<file path="src/rtl/global_mem_ld_arbiter.sv">
// Round-robin arbiter sharing one global-memory load port among N_PE load units.
// An in-order tag FIFO steers each returned word back to the PE that issued it.
module global_mem_ld_arbiter #(
    parameter int N_PE            = 8,
    parameter int ADDR_L          = 24,
    parameter int DATA_L          = 32,
    parameter int MAX_OUTSTANDING = 8
) (
    input  logic                               clk,
    input  logic                               rst,
    input  logic [N_PE*ADDR_L-1:0]             pe_addr,
    input  logic [N_PE-1:0]                    pe_addr_req,
    output logic [N_PE-1:0]                    pe_addr_gnt,
    output logic [DATA_L-1:0]                  pe_data,
    output logic [N_PE-1:0]                    pe_data_vld,
    output logic [ADDR_L-1:0]                  mem_addr,
    output logic                               mem_addr_req,
    input  logic                               mem_addr_gnt,
    input  logic [DATA_L-1:0]                  mem_data,
    input  logic                               mem_data_vld,
    output logic [$clog2(MAX_OUTSTANDING):0]   outstanding_cnt,
    output logic                               protocol_err
);

    localparam int IDX_W = $clog2(N_PE);
    localparam int PTR_W = $clog2(MAX_OUTSTANDING);
    localparam int CNT_W = PTR_W + 1;
    localparam logic [CNT_W-1:0] CNT_MAX  = CNT_W'(MAX_OUTSTANDING);
    localparam logic [IDX_W:0]   N_PE_EXT = (IDX_W+1)'(N_PE);
    localparam logic [IDX_W-1:0] LAST_PE  = IDX_W'(N_PE - 1);

    logic [IDX_W-1:0]  r_rr_ptr;
    logic [ADDR_L-1:0] r_mem_addr;
    logic              r_mem_addr_req;
    logic [DATA_L-1:0] r_pe_data;
    logic [N_PE-1:0]   r_pe_data_vld;
    logic [CNT_W-1:0]  r_cnt;
    logic              r_err;
    logic [PTR_W-1:0]  r_wr_ptr;
    logic [PTR_W-1:0]  r_rd_ptr;
    logic [IDX_W-1:0]  r_tag [MAX_OUTSTANDING];

    logic              w_slot_free;
    logic              w_accept;
    logic              w_pop;
    logic [2*N_PE-1:0] w_shift;
    logic [N_PE-1:0]   w_rot;
    logic [IDX_W-1:0]  w_ofs;
    logic [IDX_W:0]    w_sum;
    logic [IDX_W-1:0]  w_winner;
    logic [N_PE-1:0]   w_gnt;
    logic [ADDR_L-1:0] w_sel_addr;
    logic [N_PE-1:0]   w_head_oh;

    assign w_slot_free = !r_mem_addr_req || mem_addr_gnt;
    assign w_accept    = rst && (|pe_addr_req) && w_slot_free && (r_cnt < CNT_MAX);
    assign w_pop       = mem_data_vld && (r_cnt != '0);

    // Rotate requests so the RR pointer sits at bit 0, then take the lowest set bit.
    assign w_shift = {pe_addr_req, pe_addr_req} >> r_rr_ptr;
    assign w_rot   = w_shift[N_PE-1:0];

    always_comb begin
        w_ofs = '0;
        for (int k = N_PE - 1; k >= 0; k--) begin
            if (w_rot[k]) begin
                w_ofs = IDX_W'(k);
            end
        end
        w_sum    = {1'b0, r_rr_ptr} + {1'b0, w_ofs};
        w_winner = (w_sum >= N_PE_EXT) ? IDX_W'(w_sum - N_PE_EXT) : w_sum[IDX_W-1:0];
    end

    always_comb begin
        w_gnt           = '0;
        w_gnt[w_winner] = w_accept;
    end

    always_comb begin
        w_sel_addr = '0;
        for (int k = 0; k < N_PE; k++) begin
            if (w_winner == IDX_W'(k)) begin
                w_sel_addr = pe_addr[k*ADDR_L +: ADDR_L];
            end
        end
    end

    always_comb begin
        w_head_oh                   = '0;
        w_head_oh[r_tag[r_rd_ptr]]  = 1'b1;
    end

    // Tag storage needs no reset: entries are only read while the count says they are valid.
    always_ff @(posedge clk) begin
        if (w_accept) begin
            r_tag[r_wr_ptr] <= w_winner;
        end
    end

    always_ff @(posedge clk or negedge rst) begin
        if (!rst) begin
            r_rr_ptr       <= '0;
            r_mem_addr     <= '0;
            r_mem_addr_req <= 1'b0;
            r_wr_ptr       <= '0;
        end else if (w_accept) begin
            r_rr_ptr       <= (w_winner == LAST_PE) ? '0 : w_winner + 1'b1;
            r_mem_addr     <= w_sel_addr;
            r_mem_addr_req <= 1'b1;
            r_wr_ptr       <= r_wr_ptr + 1'b1;
        end else if (mem_addr_gnt) begin
            r_mem_addr_req <= 1'b0;
        end
    end

    // Return path: a word arriving with nothing outstanding is dropped and flagged.
    always_ff @(posedge clk or negedge rst) begin
        if (!rst) begin
            r_pe_data     <= '0;
            r_pe_data_vld <= '0;
            r_rd_ptr      <= '0;
            r_err         <= 1'b0;
        end else begin
            r_pe_data_vld <= '0;
            if (w_pop) begin
                r_pe_data     <= mem_data;
                r_pe_data_vld <= w_head_oh;
                r_rd_ptr      <= r_rd_ptr + 1'b1;
            end else if (mem_data_vld) begin
                r_err <= 1'b1;
            end
        end
    end

    always_ff @(posedge clk or negedge rst) begin
        if (!rst) begin
            r_cnt <= '0;
        end else if (w_accept && !w_pop) begin
            r_cnt <= r_cnt + 1'b1;
        end else if (!w_accept && w_pop) begin
            r_cnt <= r_cnt - 1'b1;
        end
    end

    assign pe_addr_gnt     = w_gnt;
    assign pe_data         = r_pe_data;
    assign pe_data_vld     = r_pe_data_vld;
    assign mem_addr        = r_mem_addr;
    assign mem_addr_req    = r_mem_addr_req;
    assign outstanding_cnt = r_cnt;
    assign protocol_err    = r_err;

endmodule

</file>
<file path="config.mk">
export PLATFORM = sky130hd
export DESIGN_NAME = global_mem_ld_arbiter
export DESIGN_NICKNAME = d
export VERILOG_FILES = /design/src/rtl/global_mem_ld_arbiter.sv
export SDC_FILE = /design/constraint.sdc
export NUM_CORES = 1
export LEC_CHECK = 0
export ABC_AREA = 1
export BUFFER_PORTS_ARGS = -buffer_cell sky130_fd_sc_hd__buf_4
export CAP_MARGIN = 5
export CORE_ASPECT_RATIO = 1.4
export CORE_UTILIZATION = 50
export CTS_BUF_LIST = sky130_fd_sc_hd__clkbuf_2
export DETAILED_ROUTE_END_ITERATION = 8
export PLACE_DENSITY = 0.82
export SLEW_MARGIN = 40
export SYNTH_ARGS = -nofsm -noshare
export SYNTH_HDL_FRONTEND = slang
export SYNTH_SLANG_ARGS = --single-unit
</file>
<file path="constraint.sdc">
create_clock -name clk -period 3.91 [get_ports clk]
set_input_delay 0.5865 -clock clk [delete_from_list [all_inputs] [get_ports clk]]
set_output_delay 0.5865 -clock clk [all_outputs]
set_load 0.005 [all_outputs]
</file>
==> Yosys cells after proc, flatten, opt, wreduce, memory -nomap -nowiden <==
Memory sizes are Yosys's and may differ from the RTL's.
Cells that the tools add are included.
{ "op_classes": {"n_addsub": 7, "order_cmp": 6, "eq_ne": 7, "n_shift": 1, "muxes": 29, "bitwise": 2, "n_reduce_logical": 18} }
{ "op_table": {"columns": ["op", "n"], "rows": [
  ["$mux W24", 8],
  ["$mux W3", 10],
  ["$shr A16 B3 Y8", 1],
  ["$eq A3 B3 Y1 const B", 4],
  ["$add A3 B1 Y3 const B", 3],
  ["$and A8 B8 Y8", 1],
  ["$logic_and A1 B1 Y1", 8],
  ["$lt A3 B4 Y1 const B", 2],
  ["$mux W4", 2],
  ["$mux W8", 1],
  ["$reduce_or A8 Y1", 1],
  ["$demux W1 S3", 2],
  ["$eq A3 B2 Y1 const B", 2],
  ["$ge A3 B1 Y1 const B", 2],
  ["$mux W1", 6],
  ["$add A3 B3 Y4", 1],
  ["$add A4 B1 Y4 const B", 1],
  ["$ge A4 B4 Y1 const B", 1],
  ["$lt A4 B4 Y1 const B", 1],
  ["$reduce_bool A2 Y1", 2],
  ["$reduce_bool A4 Y1", 1],
  ["$sub A4 B1 Y4 const B", 1],
  ["$eq A3 B1 Y1 const B", 1],
  ["$logic_not A1 Y1", 3],
  ["5 further kinds", 5]
]} }
{ "totals": {"register_bits": 79, "mem_bits_rw": 24, "input_bits": 236, "output_inout_bits": 78, "word_cells": 80, "mem_count": 1} }
{ "mem_list": {"columns": ["name", "words", "width", "read_ports", "rd_clocked_by_memory_dff", "wr", "line", "rtl"], "rows": [
  ["r_tag", 8, 3, 1, 0, 1, "41", "logic [IDX_W-1:0] r_tag [MAX_OUTSTANDING];"]
]} }

==> Longest topological paths before layout <==
Gate-level depths: netlist of the first run.
{ "logic_depth": {"word_depth": 21, "mapped_depth": 28, "mapped_depth_nobuf": 26} }

==> Least setup slack after synthesis of the first run <==
OpenSTA, ideal clock, no wires.
{ "synth_path": {"path_kind": "input -> register", "from": "input port pe_addr_req[0]", "to": "register r_mem_addr[23], in the netlist mem_addr[23]", "setup_ps": 66, "arrival_time_ps": 3549, "required_time_ps": 3844, "slack_ps": 296, "stages": 26, "n_path_buf": 2, "path_cell_list": "nand2_1 nand3_1 nand3_1 nand2_1 a31oi_1 o21ai_0 nand2_1 a21boi_0 ha_1 fa_1 xor2_1 inv_1 nand3_2 nand2_4 inv_4 ha_1 clkbuf_1 clkbuf_1 a21oi_1 nand2_1 nand2_1 nand2_1 nand2_1 nand2_1 nand2_1 nand2_1"} }
{ "synth_via": {"elab_chain_len": 21, "word_cells_on_any_way": 33, "cone_classes": "2 x add/sub; 1 x order compare; 7 x eq/ne; 1 x shift; 17 x mux; 5 x reduce/logical"} }
{ "synth_lines": {"columns": ["item", "line", "rtl"], "rows": [
  ["from (decl)", "12", "input logic [N_PE-1:0] pe_addr_req,"],
  ["$shr A16 B3 Y8", "60", "assign w_shift = {pe_addr_req, pe_addr_req} >> r_rr_ptr;"],
  ["$mux W3 (8 in series)", "66", "if (w_rot[k]) begin"],
  ["$add A3 B3 Y4", "70", "w_sum = {1'b0, r_rr_ptr} + {1'b0, w_ofs};"],
  ["$ge A4 B4 Y1 or $sub A3 B1 Y3 (tied branches)", "71", "w_winner = (w_sum >= N_PE_EXT) ? IDX_W'(w_sum - N_PE_EXT) : w_sum[IDX_W-1:0];"],
  ["$mux W3", "71", null],
  ["$logic_not A3 Y1", "82", "if (w_winner == IDX_W'(k)) begin"],
  ["$mux W24 (8 in series)", "82", null],
  ["to (signal assigned)", "108", "r_mem_addr <= w_sel_addr;"],
  ["to (decl)", "33", "logic [ADDR_L-1:0] r_mem_addr;"]
]} }
Parallel ways exist; a longest one is shown, timed or not.
A chain may end at the register's enable or synchronous reset.

==> Final worst setup path of the first run <==
{ "layout_path": {"from": "register r_rr_ptr[1]", "to": "output port pe_addr_gnt[3]"} }
{ "layout_via": {"elab_chain_len": 17, "word_cells_on_any_way": 19, "cone_classes": "2 x add/sub; 3 x order compare; 1 x shift; 11 x mux; 1 x bitwise; 1 x reduce/logical"} }
{ "layout_lines": {"columns": ["item", "line", "rtl"], "rows": [
  ["from (decl)", "32", "logic [IDX_W-1:0] r_rr_ptr;"],
  ["from (signal assigned)", "107", "r_rr_ptr <= (w_winner == LAST_PE) ? '0 : w_winner + 1'b1;"],
  ["$shr A16 B3 Y8", "60", null],
  ["$mux W3 (8 in series)", "66", null],
  ["$add A3 B3 Y4 *", "70", null],
  ["$ge A4 B4 Y1 or $sub A3 B1 Y3 (tied branches)", "71", null],
  ["$mux W3 *", "71", null],
  ["$lt A3 B4 Y1 (not written as such) or $ge A3 B1 Y1 (tied branches)", "76", "w_gnt[w_winner] = w_accept;"],
  ["$logic_and A1 B1 Y1 (not written as such)", "76", null],
  ["$mux W1 (not written as such)", "76", null],
  ["$demux W1 S3 *", "76", null],
  ["$and A8 B8 Y8 (no source line) *", null, null],
  ["to (decl)", "13", "output logic [N_PE-1:0] pe_addr_gnt,"]
]} }
Mark *: on every way between the ends. The rest lies on a longest branch, timed or not.

==> results of run 1 <==
per-stage QoR:
step / hold slack (ps) / instances / setup WS (ps) / utilization, %
3_3_place_gp: 438 / 1592 / 202 / 68.2
4_1_cts: 81.7 / 1616 / 8.03 / 69.6
6_report: 68.3 / 1630 / -81.9 / 72.7
3_5_place_dp: 461 / 1592 / 155 / 68.3
5_1_grt: 44.8 / 1629 / -268 / 72.7
2_1_floorplan: 291 / 1135 / 296 / -
cells in the mapped netlist:
cell                       count
sky130_fd_sc_hd__dfrtp_1      79
sky130_fd_sc_hd__buf_4         4
sky130_fd_sc_hd__o21ai_1      10
sky130_fd_sc_hd__fa_1          2
sky130_fd_sc_hd__a21oi_1      26
sky130_fd_sc_hd__inv_4         1
sky130_fd_sc_hd__inv_1       142
sky130_fd_sc_hd__or2_2         1
sky130_fd_sc_hd__nand2_4       2
sky130_fd_sc_hd__o21ai_0      57
sky130_fd_sc_hd__nor2_8        1
sky130_fd_sc_hd__nand3b_1      1
sky130_fd_sc_hd__nand3_2       2
sky130_fd_sc_hd__edfxtp_1     24
sky130_fd_sc_hd__nor2_1      115
sky130_fd_sc_hd__nor4_1        3
sky130_fd_sc_hd__xnor2_1       2
sky130_fd_sc_hd__and2_1        1
sky130_fd_sc_hd__o22ai_1       7
sky130_fd_sc_hd__nand2_1     425
sky130_fd_sc_hd__nand3_1      73
sky130_fd_sc_hd__a31oi_1       1
sky130_fd_sc_hd__buf_6         8
sky130_fd_sc_hd__buf_2        20
sky130_fd_sc_hd__inv_6         1
sky130_fd_sc_hd__ha_1         11
sky130_fd_sc_hd__nand2_2      20
sky130_fd_sc_hd__nor2_4        1
sky130_fd_sc_hd__o31ai_1       1
sky130_fd_sc_hd__buf_1         7
sky130_fd_sc_hd__xor2_1        5
sky130_fd_sc_hd__buf_8         1
sky130_fd_sc_hd__a21boi_0      1
sky130_fd_sc_hd__nand4_1      48
sky130_fd_sc_hd__clkbuf_1     29
sky130_fd_sc_hd__a21o_1        2
sky130_fd_sc_hd__inv_2         1
placed cells by master, fill, tap and decap left out, drive strengths merged:
cell type and count:
xor2 5, and2 1, a21oi 26, nand2 447
a21boi 1, a21o 2, edfxtp 24, nand3b 1
diode 1, a31oi 1, fa 2, nor2 117
o22ai 7, buf 355, dfrtp 79, or2 1
clkbuf 13, nand4 48, o31ai 1, ha 11
xnor2 2, clkinvlp 1, inv 148, nand3 75
nor4 3, o21ai 67, clkinv 2
routing by layer:
metal / routed length [um] / share of wire, % / vias up
li1: - / - / 4144
met1: 8940 / 37 / 3754
met2: 12300 / 51 / 405
met3: 1830 / 7.6 / 85
met4: 1210 / 5.0 / 0
met5: 0 / 0 / -
worst max-delay path, cell delays in order, from the launching register on:
cell and delay, ps:
sky130_fd_sc_hd__dfrtp_2 560, sky130_fd_sc_hd__inv_4 160, sky130_fd_sc_hd__nand3_2 120, sky130_fd_sc_hd__nand3_2 100
sky130_fd_sc_hd__nand2_2 60, sky130_fd_sc_hd__a31oi_1 160, sky130_fd_sc_hd__o21ai_1 90, sky130_fd_sc_hd__nand2_1 80
sky130_fd_sc_hd__a21boi_2 60, sky130_fd_sc_hd__ha_2 190, sky130_fd_sc_hd__fa_2 400, sky130_fd_sc_hd__xor2_2 180
sky130_fd_sc_hd__buf_4 150, sky130_fd_sc_hd__nand2_4 60, sky130_fd_sc_hd__nand2_4 100, sky130_fd_sc_hd__clkinv_4 80
sky130_fd_sc_hd__nand2_4 70, sky130_fd_sc_hd__nor2_1 40, sky130_fd_sc_hd__buf_4 130
timing repair:
| action | in CTS | in global routing |
|---|---|---|
| gates cloned | 0 | 4 |
| pin swaps | 3 | 29 |
| gates resized for setup | 13 | 75 |
| endpoints found under the setup margin | 8 | 17 |
| buffers inserted | 8 | 9 |
flip-flops by register name, indices dropped and copies added, names as in the netlist:
signal	count
r_wr_ptr	3
mem_addr	24
outstanding_cnt	4
mem_addr_req	1
r_rd_ptr	3
pe_data_vld	8
protocol_err	1
r_rr_ptr	3
pe_data	32
r_tag	24
power groups by stage:
| stage | sequential, mW | clock [mW] | combinational (mW) |
|---|---|---|---|
| final | 1.83 | 0.483 | 9.86 |
| after CTS | 1.83 | 0.485 | 8.76 |
| after detailed placement | 1.86 | 0 | 8.53 |
| after global routing | 1.88 | 0.528 | 11.1 |
| after global placement | 1.85 | 0 | 8.43 |
| after floorplan | 1.80 | 0 | 6.38 |
cell type report:
| class | count | area share, % |
|---|---|---|
| timing repair buffer | 358 | 27.1 |
| clock inverter | 6 | 0.490 |
| multi-input combinational | 818 | 38.5 |
| tap | 189 | 2.26 |
| sequential | 103 | 25.8 |
| clock buffer | 10 | 0.479 |
| antenna | 1 | 0.0239 |
| inverter | 145 | 5.32 |
logic make-up (layout without fill, tap and decap cells):
family                   count (synthesis)  count (layout)  share of synthesized area [%]
AND/OR/NAND/NOR                        693             693                           40.0
adder cells (fa/ha/maj)                 13              13                           2.42
flip-flops                             103             103                           36.8
XOR/XNOR                                 7               7                          0.836
buffers and inverters                  214             519                           12.6
AO/OA/AOI/OAI                          105             105                           7.44
other                                    0               1                              0
worst paths after layout:
| check | cells after the start | start | endpoint | slack, ps |
|---|---|---|---|---|
| setup / recovery | 18 | r_rr_ptr[1]$_DFFE_PN0P_ | pe_addr_gnt[3] | -80 |
| hold / removal | 2 | rst | mem_addr[18]$_DFFE_PN0P_ | 70 |
| setup reg to reg | 27 | r_rr_ptr[1]$_DFFE_PN0P_ | mem_addr[16]$_DFFE_PN0P_ | 20 |
| hold reg to reg | 2 | pe_data[20]$_DFFE_PN0P_ | pe_data[20]$_DFFE_PN0P_ | 510 |
| max in group asynchronous | 2 | rst | r_rr_ptr[0]$_DFFE_PN0P_ | 3280 |
| min in group clk | 3 | mem_data[21] | pe_data[21]$_DFFE_PN0P_ | 140 |
==> results.toml, run 1 <==
[run_status]
outcome = "complete, but fails checks"
failed_checks = "setup timing"

[floorplanning]
ioPinCount = 314
die-area_mm2 = 0.0152
placement_rows = 52
core_mm2 = 0.0144
chipWidth_um = 104
die_y_um = 145
initial_core_util_pct = 51.0

[logic_synthesis]
yosys_register_bits = 103
yosysWarnings = 0
avgSynthCellArea_um2 = 6.46
synth_area_leaders = "sky130_fd_sc_hd__dfrtp_1, sky130_fd_sc_hd__nand2_1, sky130_fd_sc_hd__edfxtp_1, sky130_fd_sc_hd__inv_1, sky130_fd_sc_hd__nor2_1"
synth_largest_area_cell = "sky130_fd_sc_hd__dfrtp_1"
synth_fp_nets = 1384
synth_cell_area_mm2 = 0.00733
synth_largest_type_area_fraction_pct = 27.0
synthDistinctLibCells = 37
sequential_share_of_the_synthesized_area_pct = 36.8
synthesis.instances = 1135

[pwr]
pwr_density_cell_mw_per_mm2 = 1160
power.share.clock_pct = 4.0
power_leakage_nw = 5.93
net-switching-power_mw = 6.58
power_frac_seq_pct = 15.1
cell_internal_pwr_mw = 5.60
report.power.total_mw = 12.2
comb_power_share_pct = 81.0
switching_share_pct = 54.0
ir_worst_vdd_mv = 1.14

[grt]
met2_usage_pct = 53.7
pin_count_of_the_biggest_net_entering_global_routing = 80
groute.usage.overall_pct = 30.4
grt.met1_usage_pct = 35.0
grt.overflow.total = 0
grt_antenna_before_repair = 0
grt_pass1_wl_um = 36800
first_global_vias = 7601
global_route.peak_usage_layer = "met2"
grtUsageMet3_pct = 6.02

[clock_network]
cts_hold_buf = 0
clk_latency_ps = 610
root_buf_cell = "sky130_fd_sc_hd__clkbuf_2"
clkSinkCount = 103
cts_tree = "done"
cts-buffers-inserted = 9
maximum_root_to_sink_buffer_count = 2
cts.reportedPaths.clkPinSlew_ps = 310
htree_num_levels = 3

[detailed_routing]
via_count = 8388
detail_route.wl_per_cell_um = 14.9
finalWirelength_um = 24200
drt_iter0_drc = 417
drtPass1Iterations = 5
remaining_drc_errors = 0
antenna_left = 0
viasPerCell = 5.15

[place]
gp_congestion = 0.909
buffer_ports.inserted = 313
placedInstanceArea_mm2 = 0.00982
dpl.hpwl_um = 18400

[sta]
relative_slew_slack_pct = 50.7
timing.clock.skew_ps = 35.2
finalSetupViolCount = 8
final.setup.worst_slack_ps = -81.9
worstMarginPinSlew_ps = 740
grt_setup_unrepaired = "true"
post_route_setup_tns_ps = -428
post-route-period-util_pct = 102
final_period_minus_worst_setup_slack_ps = 3990
fin_hold_viols = 0
clock.fmax_mhz = 251
report.final.slew_viol_count = 0

[finish]
flow.area_growth_from_synthesis_pct = 42.6
post_route_cells_drive_above_1_share_pct = 32.6
num-fill-cells = 1226
seq_area_mm2 = 0.00270
finish.net_count = 1684
post-route-cell-area_mm2 = 0.0105
multi_input_area_mm2 = 0.00403

[setup_path]
timing.critical_path.arrival_ps = 3410
worstPathMaxFanout = 8
critPathRequiredTime_ps = 3320
worstSetupPathType = "reg2out"
crit_path_start_kind = "register"
timing.critical_path.to_type = "output port"

[flow_run]
drv.max_cap_violation_count = 0

[worst_hold_path]
hold_path_class = "in2async"
(Power assumes the default switching activity.)
==> run 2: changes to the inputs <==
==> constraint.sdc (replaced) <==
create_clock -name clk -period 3.91 [get_ports clk]
set_input_delay 0.782 -clock clk [delete_from_list [all_inputs] [get_ports clk]]
set_output_delay 0.782 -clock clk [all_outputs]
set_load 0.005 [all_outputs]
==> run 2 against run 1 <==
  * The run still ends with setup timing left
  * Die area stayed put
  * Critical path type unchanged
  * Cell count grew 0.12%
  * Count of clock-buffer cells in the layout is 1 lower
  * Clock power about the same
  * Highest routed layer unchanged
  * Design area shrank 1.4%
  * First-iteration DRC count grew 28%
  * Via count shrank 0.39%
  * Worst setup slack worse by 210 ps
  * Flip-flop and latch count unchanged
  * Combinational power fell by 5.5%
  * Hold slack improved by 190 ps
  * Sequential power hardly changed
==> results.toml, run 2 (synthesized netlist as in run 1, its figures left out) <==
[setup_path]
r2r_slack_ps = 100
critPathRequiredTime_ps = 3130
cp_slowest_stage_delay_ps = 540
worstPathMaxFanout = 7
crit_slowest_cell = "sky130_fd_sc_hd__dfrtp_2"
crit_path_start_kind = "register"
timing.critical_path.arrival_ps = 3420
timing.critical_path.to_type = "output port"
worstSetupPathType = "reg2out"
timing.critical_path.cells = "buf_6, nand2_4, nand3_2, nand3_2, nand2_2, a31oi_1, o21ai_1, nand2_1, a21boi_1, ha_2, fa_2, xor2_2, buf_4, nand2_4, nand2_8, inv_4, nand2_2, nor2_2, buf_4"
critical_path.n_buffers_inverters = 4
cp_top_family = "simple AND/OR/NAND/NOR gates"

[finish]
multi_input_area_mm2 = 0.00389
util_after_layout_pct = 71.7
most-common-layout-cells = "sky130_fd_sc_hd__nand2_1, sky130_fd_sc_hd__buf_4, sky130_fd_sc_hd__inv_1"
num-fill-cells = 1230
post_route_cells_drive_above_1_share_pct = 30.4
layout.cells.most_common = "sky130_fd_sc_hd__nand2_1"
flow.area_growth_from_synthesis_pct = 40.5
finish.net_count = 1686
seq_area_mm2 = 0.00270
max_ffs_per_register = 32

[detailed_routing]
drtPass1Iterations = 7
drt_iter0_drc = 533
viasPerCell = 5.12
antenna_left = 0
remaining_drc_errors = 0
via_count = 8355
detail_route.wl_per_cell_um = 14.8
finalWirelength_um = 24100

[floorplanning]
ioPinCount = 314
die_y_um = 145
initial_core_util_pct = 51.0
die-area_mm2 = 0.0152
chipWidth_um = 104
placement_rows = 52
core_mm2 = 0.0144

[pwr]
ir_worst_vdd_mv = 0.797
power_leakage_nw = 5.89
pwr_density_cell_mw_per_mm2 = 1130
report.power.total_mw = 11.6

[grt]
first_global_vias = 7711
pin_count_of_the_biggest_net_entering_global_routing = 80
grt.overflow.total = 0
grt_antenna_before_repair = 1
groute.usage.overall_pct = 31.1
grt_pass1_wl_um = 37600

[worst_hold_path]
hold_path_class = "in2async"

[clock_network]
clk_latency_ps = 590
maximum_root_to_sink_buffer_count = 2
cts-buffers-inserted = 9
root_buf_cell = "sky130_fd_sc_hd__clkbuf_2"
cts.reportedPaths.clkPinSlew_ps = 300
cts_hold_buf = 0
htree_num_levels = 3
clkSinkCount = 103
cts_tree = "done"

[sta]
clock.fmax_mhz = 238
timing.clock.skew_ps = 26.7
final.setup.worst_slack_ps = -289
fin_hold_viols = 0
grt_setup_unrepaired = "true"
finalSetupViolCount = 8
final_period_minus_worst_setup_slack_ps = 4200
worstMarginPinSlew_ps = 702
report.final.slew_viol_count = 0
post-route-period-util_pct = 107
relative_slew_slack_pct = 53.2

[place]
gp_congestion = 0.975
dpl.hpwl_um = 18500
buffer_ports.inserted = 313

[run_status]
outcome = "complete, but fails checks"
failed_checks = "setup timing"

[flow_run]
drv.max_cap_violation_count = 0
-- run 2: cell count changes in the layout (fill, tap and decap cells not counted), moves of 3 or more --
cell                        previous run  this run
sky130_fd_sc_hd__a21oi_1              16        25
sky130_fd_sc_hd__nand2_1             408       418
sky130_fd_sc_hd__clkbuf_16             3         0
sky130_fd_sc_hd__nand3_2              12         9
sky130_fd_sc_hd__nand2_4               9         4
sky130_fd_sc_hd__a21oi_2               9         1
sky130_fd_sc_hd__nor2_1               99       109
sky130_fd_sc_hd__buf_4               345       349
sky130_fd_sc_hd__nor2_2               11         5
sky130_fd_sc_hd__nor2_4                6         2
sky130_fd_sc_hd__nand2_2              30        24
-- run 2: repair_timing --
item	CTS	global route
buffers inserted	12	3
pin swaps	18	14
resized for setup	30	15
setup endpoints to repair	8	8
-- run 2: report_power, final --
| part | switching, mW | total [mW] | internal, mW |
|---|---|---|---|
| Combinational | 5.69 | 9.32 | 3.62 |
| Clock | 0.379 | 0.481 | 0.102 |
| Sequential | 0.262 | 1.84 | 1.58 |
| Total | 6.33 | 11.6 | 5.30 |
-- run 2: worst paths after layout --
check / cells past startpoint / from / end
worst min-delay path: 2 / rst / pe_data_vld[3]$_DFF_PN0_
worst min register to register: 1 / protocol_err$_DFFE_PN0P_ / protocol_err$_DFFE_PN0P_
worst max-delay path: 19 / r_rr_ptr[0]$_DFFE_PN0P_ / pe_addr_gnt[0]
min in group clk: 3 / mem_data[15] / pe_data[15]$_DFFE_PN0P_
max in group asynchronous: 2 / rst / mem_addr[13]$_DFFE_PN0P_
worst max register to register: 28 / r_rr_ptr[0]$_DFFE_PN0P_ / mem_addr[15]$_DFFE_PN0P_
-- run 2: per-stage QoR --
step	std cells	setup TNS [ps]	setup slack, ps	area [um^2]	hold slack [ps]
CTS	1628	-1190	-168	10200	262
finish	1632	-2090	-289	10300	258
global route	1632	-3610	-413	10300	264
floorplan	1135	0	100	7330	451
global placement	1600	0	59.7	9900	439
detailed placement	1600	0	4.40	9900	456
-- run 2: cell type report --
cell class	count	area share (%)
antenna	1	0.0243
clock buffer	9	0.437
clock inverter	7	0.607
inverter	145	5.38
multi-input combinational	818	37.8
sequential	103	26.2
tap	189	2.29
timing repair buffer	360	27.3
-- run 2: metal layers --
metal	GRT usage [%]	up-vias	share of wire, %
met2	54.2	452	49
li1	-	4147	-
met4	14.7	0	5.2
met3	5.21	85	7.8
met1	37.1	3671	38
met5	0	-	0
==> run 3: changes to the inputs <==
CORE_AREA = 2 2 124 126   (was default)
CORE_ASPECT_RATIO = default   (was 1.4)
CORE_UTILIZATION = default   (was 50)
DIE_AREA = 0 0 126 128   (was default)
PLACE_DENSITY = 0.94   (was 0.82)
clock period = 5.4 ns   (was 3.91 ns; I/O delays follow)
==> run 3 against run 2 <==
  * The flow now finishes without violations
  * Core utilization fell by 6.0 points
  * Clock skew grew 1.9 ps
  * Wire length decreased by 1.3%
  * Clock power down 31%
  * Sequential share of layout area is 1.4 points higher
  * First-iteration DRC count is 24% higher
  * Worst setup slack gained 910 ps
  * Highest routed layer unchanged
==> results.toml, run 3 (synthesized netlist as in run 1, its figures left out) <==
[clock_network]
htree_num_levels = 3
cts-buffers-inserted = 9
cts_tree = "done"
root_buf_cell = "sky130_fd_sc_hd__clkbuf_2"
cts.reportedPaths.clkPinSlew_ps = 280
cts_setup_buffers = 0
cts_hold_buf = 0
clkSinkCount = 103
clk_latency_ps = 570
maximum_root_to_sink_buffer_count = 2
cts.repair.resized = 0

[floorplanning]
chipWidth_um = 126
die-area_mm2 = 0.0161
initial_core_util_pct = 49.3
die_y_um = 128
placement_rows = 45
core_mm2 = 0.0149
ioPinCount = 314

[sta]
report.final.slew_viol_count = 0
post_route_setup_tns_ps = 0
finalSetupViolCount = 0
timing.clock.skew_ps = 28.6
final.setup.worst_slack_ps = 619
worstMarginPinSlew_ps = 730
relative_slew_slack_pct = 51.3
clock.fmax_mhz = 209
final_period_minus_worst_setup_slack_ps = 4780
hold_slack_ps = 509
fin_hold_viols = 0
grt_setup_unrepaired = "false"
post-route-period-util_pct = 88.5

[run_status]
outcome = "finished clean"

[detailed_routing]
drt_iter0_drc = 661
drtPass1Iterations = 6
via_count = 8190
remaining_drc_errors = 0
detail_route.wl_per_cell_um = 14.9
finalWirelength_um = 23800
antenna_left = 0
viasPerCell = 5.13

[pwr]
pwr_density_cell_mw_per_mm2 = 814
power_leakage_nw = 5.65
ir_worst_vdd_mv = 0.659

[grt]
grt_antenna_before_repair = 0
pin_count_of_the_biggest_net_entering_global_routing = 80
first_global_vias = 7766
grt_pass1_wl_um = 37300
groute.usage.overall_pct = 28.8
grt.overflow.total = 0

[setup_path]
timing.reg2reg.worst_path_depth = 27
critPathRequiredTime_ps = 4320
worst_path_most_repeated_cell = "sky130_fd_sc_hd__nand2_1"
crit_path_start_kind = "register"
worstPathMaxFanout = 10
timing.critical_path.arrival_ps = 3700
rr_startpoint = "r_rr_ptr[0]$_DFFE_PN0P_"
timing.critical_path.cells = "inv_6, nand2_2, nand3_1, nand3_1, nand2_1, a31oi_1, o21ai_0, nand2_1, a21boi_0, ha_1, fa_1, xor2_1, inv_1, nand3_2, nand2_4, inv_4, nand2_1, nor2_1, buf_4"
timing.critical_path.to_type = "output port"
worst_setup_path_startpoint = "r_rr_ptr[0]$_DFFE_PN0P_"
cp_slowest_stage_delay_ps = 670
critical_path.n_buffers_inverters = 4
cp_top_family = "simple AND/OR/NAND/NOR gates"
cp_num_cells = 19
worstSetupPathType = "reg2out"
crit_slowest_cell = "sky130_fd_sc_hd__dfrtp_1"

[place]
buffer_ports.inserted = 313
dpl.hpwl_um = 18400
gp_congestion = 0.924
dp_cells = 1582
setup_ws_pre_cts_ps = 704
placedInstanceArea_mm2 = 0.00967

[finish]
post_layout_nonfiller_instances = 1598
finish.net_count = 1654
num_antenna_cells = 0
post-route-cell-area_mm2 = 0.00977
num-fill-cells = 1295
post_route_cells_drive_above_1_share_pct = 26.7
layout.cells.most_common = "sky130_fd_sc_hd__nand2_1"
flow.area_growth_from_synthesis_pct = 33.1
most-common-layout-cells = "sky130_fd_sc_hd__nand2_1, sky130_fd_sc_hd__buf_4, sky130_fd_sc_hd__inv_1"
max_ffs_per_register = 32

[worst_hold_path]
min_delay_path_depth = 2
worstHoldStart = "pe_data[31]$_DFFE_PN0P_"
hold_path_class = "reg2reg"

[flow_run]
drv.max_cap_violation_count = 0
## run 3: stage by stage
step / util (%) / power, mW
global placement: 65.0 / 7.51
detailed placement: 65.1 / 7.65
global route: 65.7 / 8.88
CTS: 65.7 / 8.00
floorplan: - / 5.92
finish: 65.7 / 7.95
## run 3: worst register-to-register path, delay by kind of cell (launching register included)
kind                     cells  cell delay [ps]
AND/OR/NAND/NOR             17             1470
buffers and inverters        4              910
flip-flops                   1              670
adder cells (fa/ha/maj)      2              560
AO/OA/AOI/OAI                3              310
XOR/XNOR                     1              270
## run 3: layer usage
metal  up-vias  routed length (um)  global-route usage, %
li1       4077                   -                      -
met1      3667                8850                   32.4
met2       371               12000                   52.1
met3        75                1940                   7.64
met4         0                 967                   11.2
met5         -                   0                      0
## run 3: area by class of cell
class | instances | area [um^2] | share of cell area, %
clock buffer | 11 | 55.1 | 0.564
multi-input combinational | 818 | 3720 | 38.1
sequential | 103 | 2700 | 27.6
inverter | 145 | 552 | 5.65
tap | 188 | 235 | 2.41
timing repair buffer | 328 | 2470 | 25.3
clock inverter | 5 | 40.0 | 0.410
## run 3: final timing paths
path | end | slack, ps
max in group asynchronous | r_wr_ptr[0]$_DFFE_PN0P_ | 4280
worst max register to register | mem_addr[13]$_DFFE_PN0P_ | 1120
min in group asynchronous | r_rr_ptr[2]$_DFFE_PN0P_ | 580
worst max-delay path | pe_addr_gnt[1] | 620
worst min register to register | pe_data[31]$_DFFE_PN0P_ | 510
worst min-delay path | pe_data[31]$_DFFE_PN0P_ | 510
## run 3: where the power goes
part | total (mW) | internal (mW) | leakage, nW | switching, mW
combinational | 6.28 | 2.15 | 4.38 | 4.14
sequential | 1.34 | 1.14 | 1.20 | 0.198
clock | 0.330 | 0.0709 | 0.0688 | 0.260
total | 7.95 | 3.36 | 5.65 | 4.60
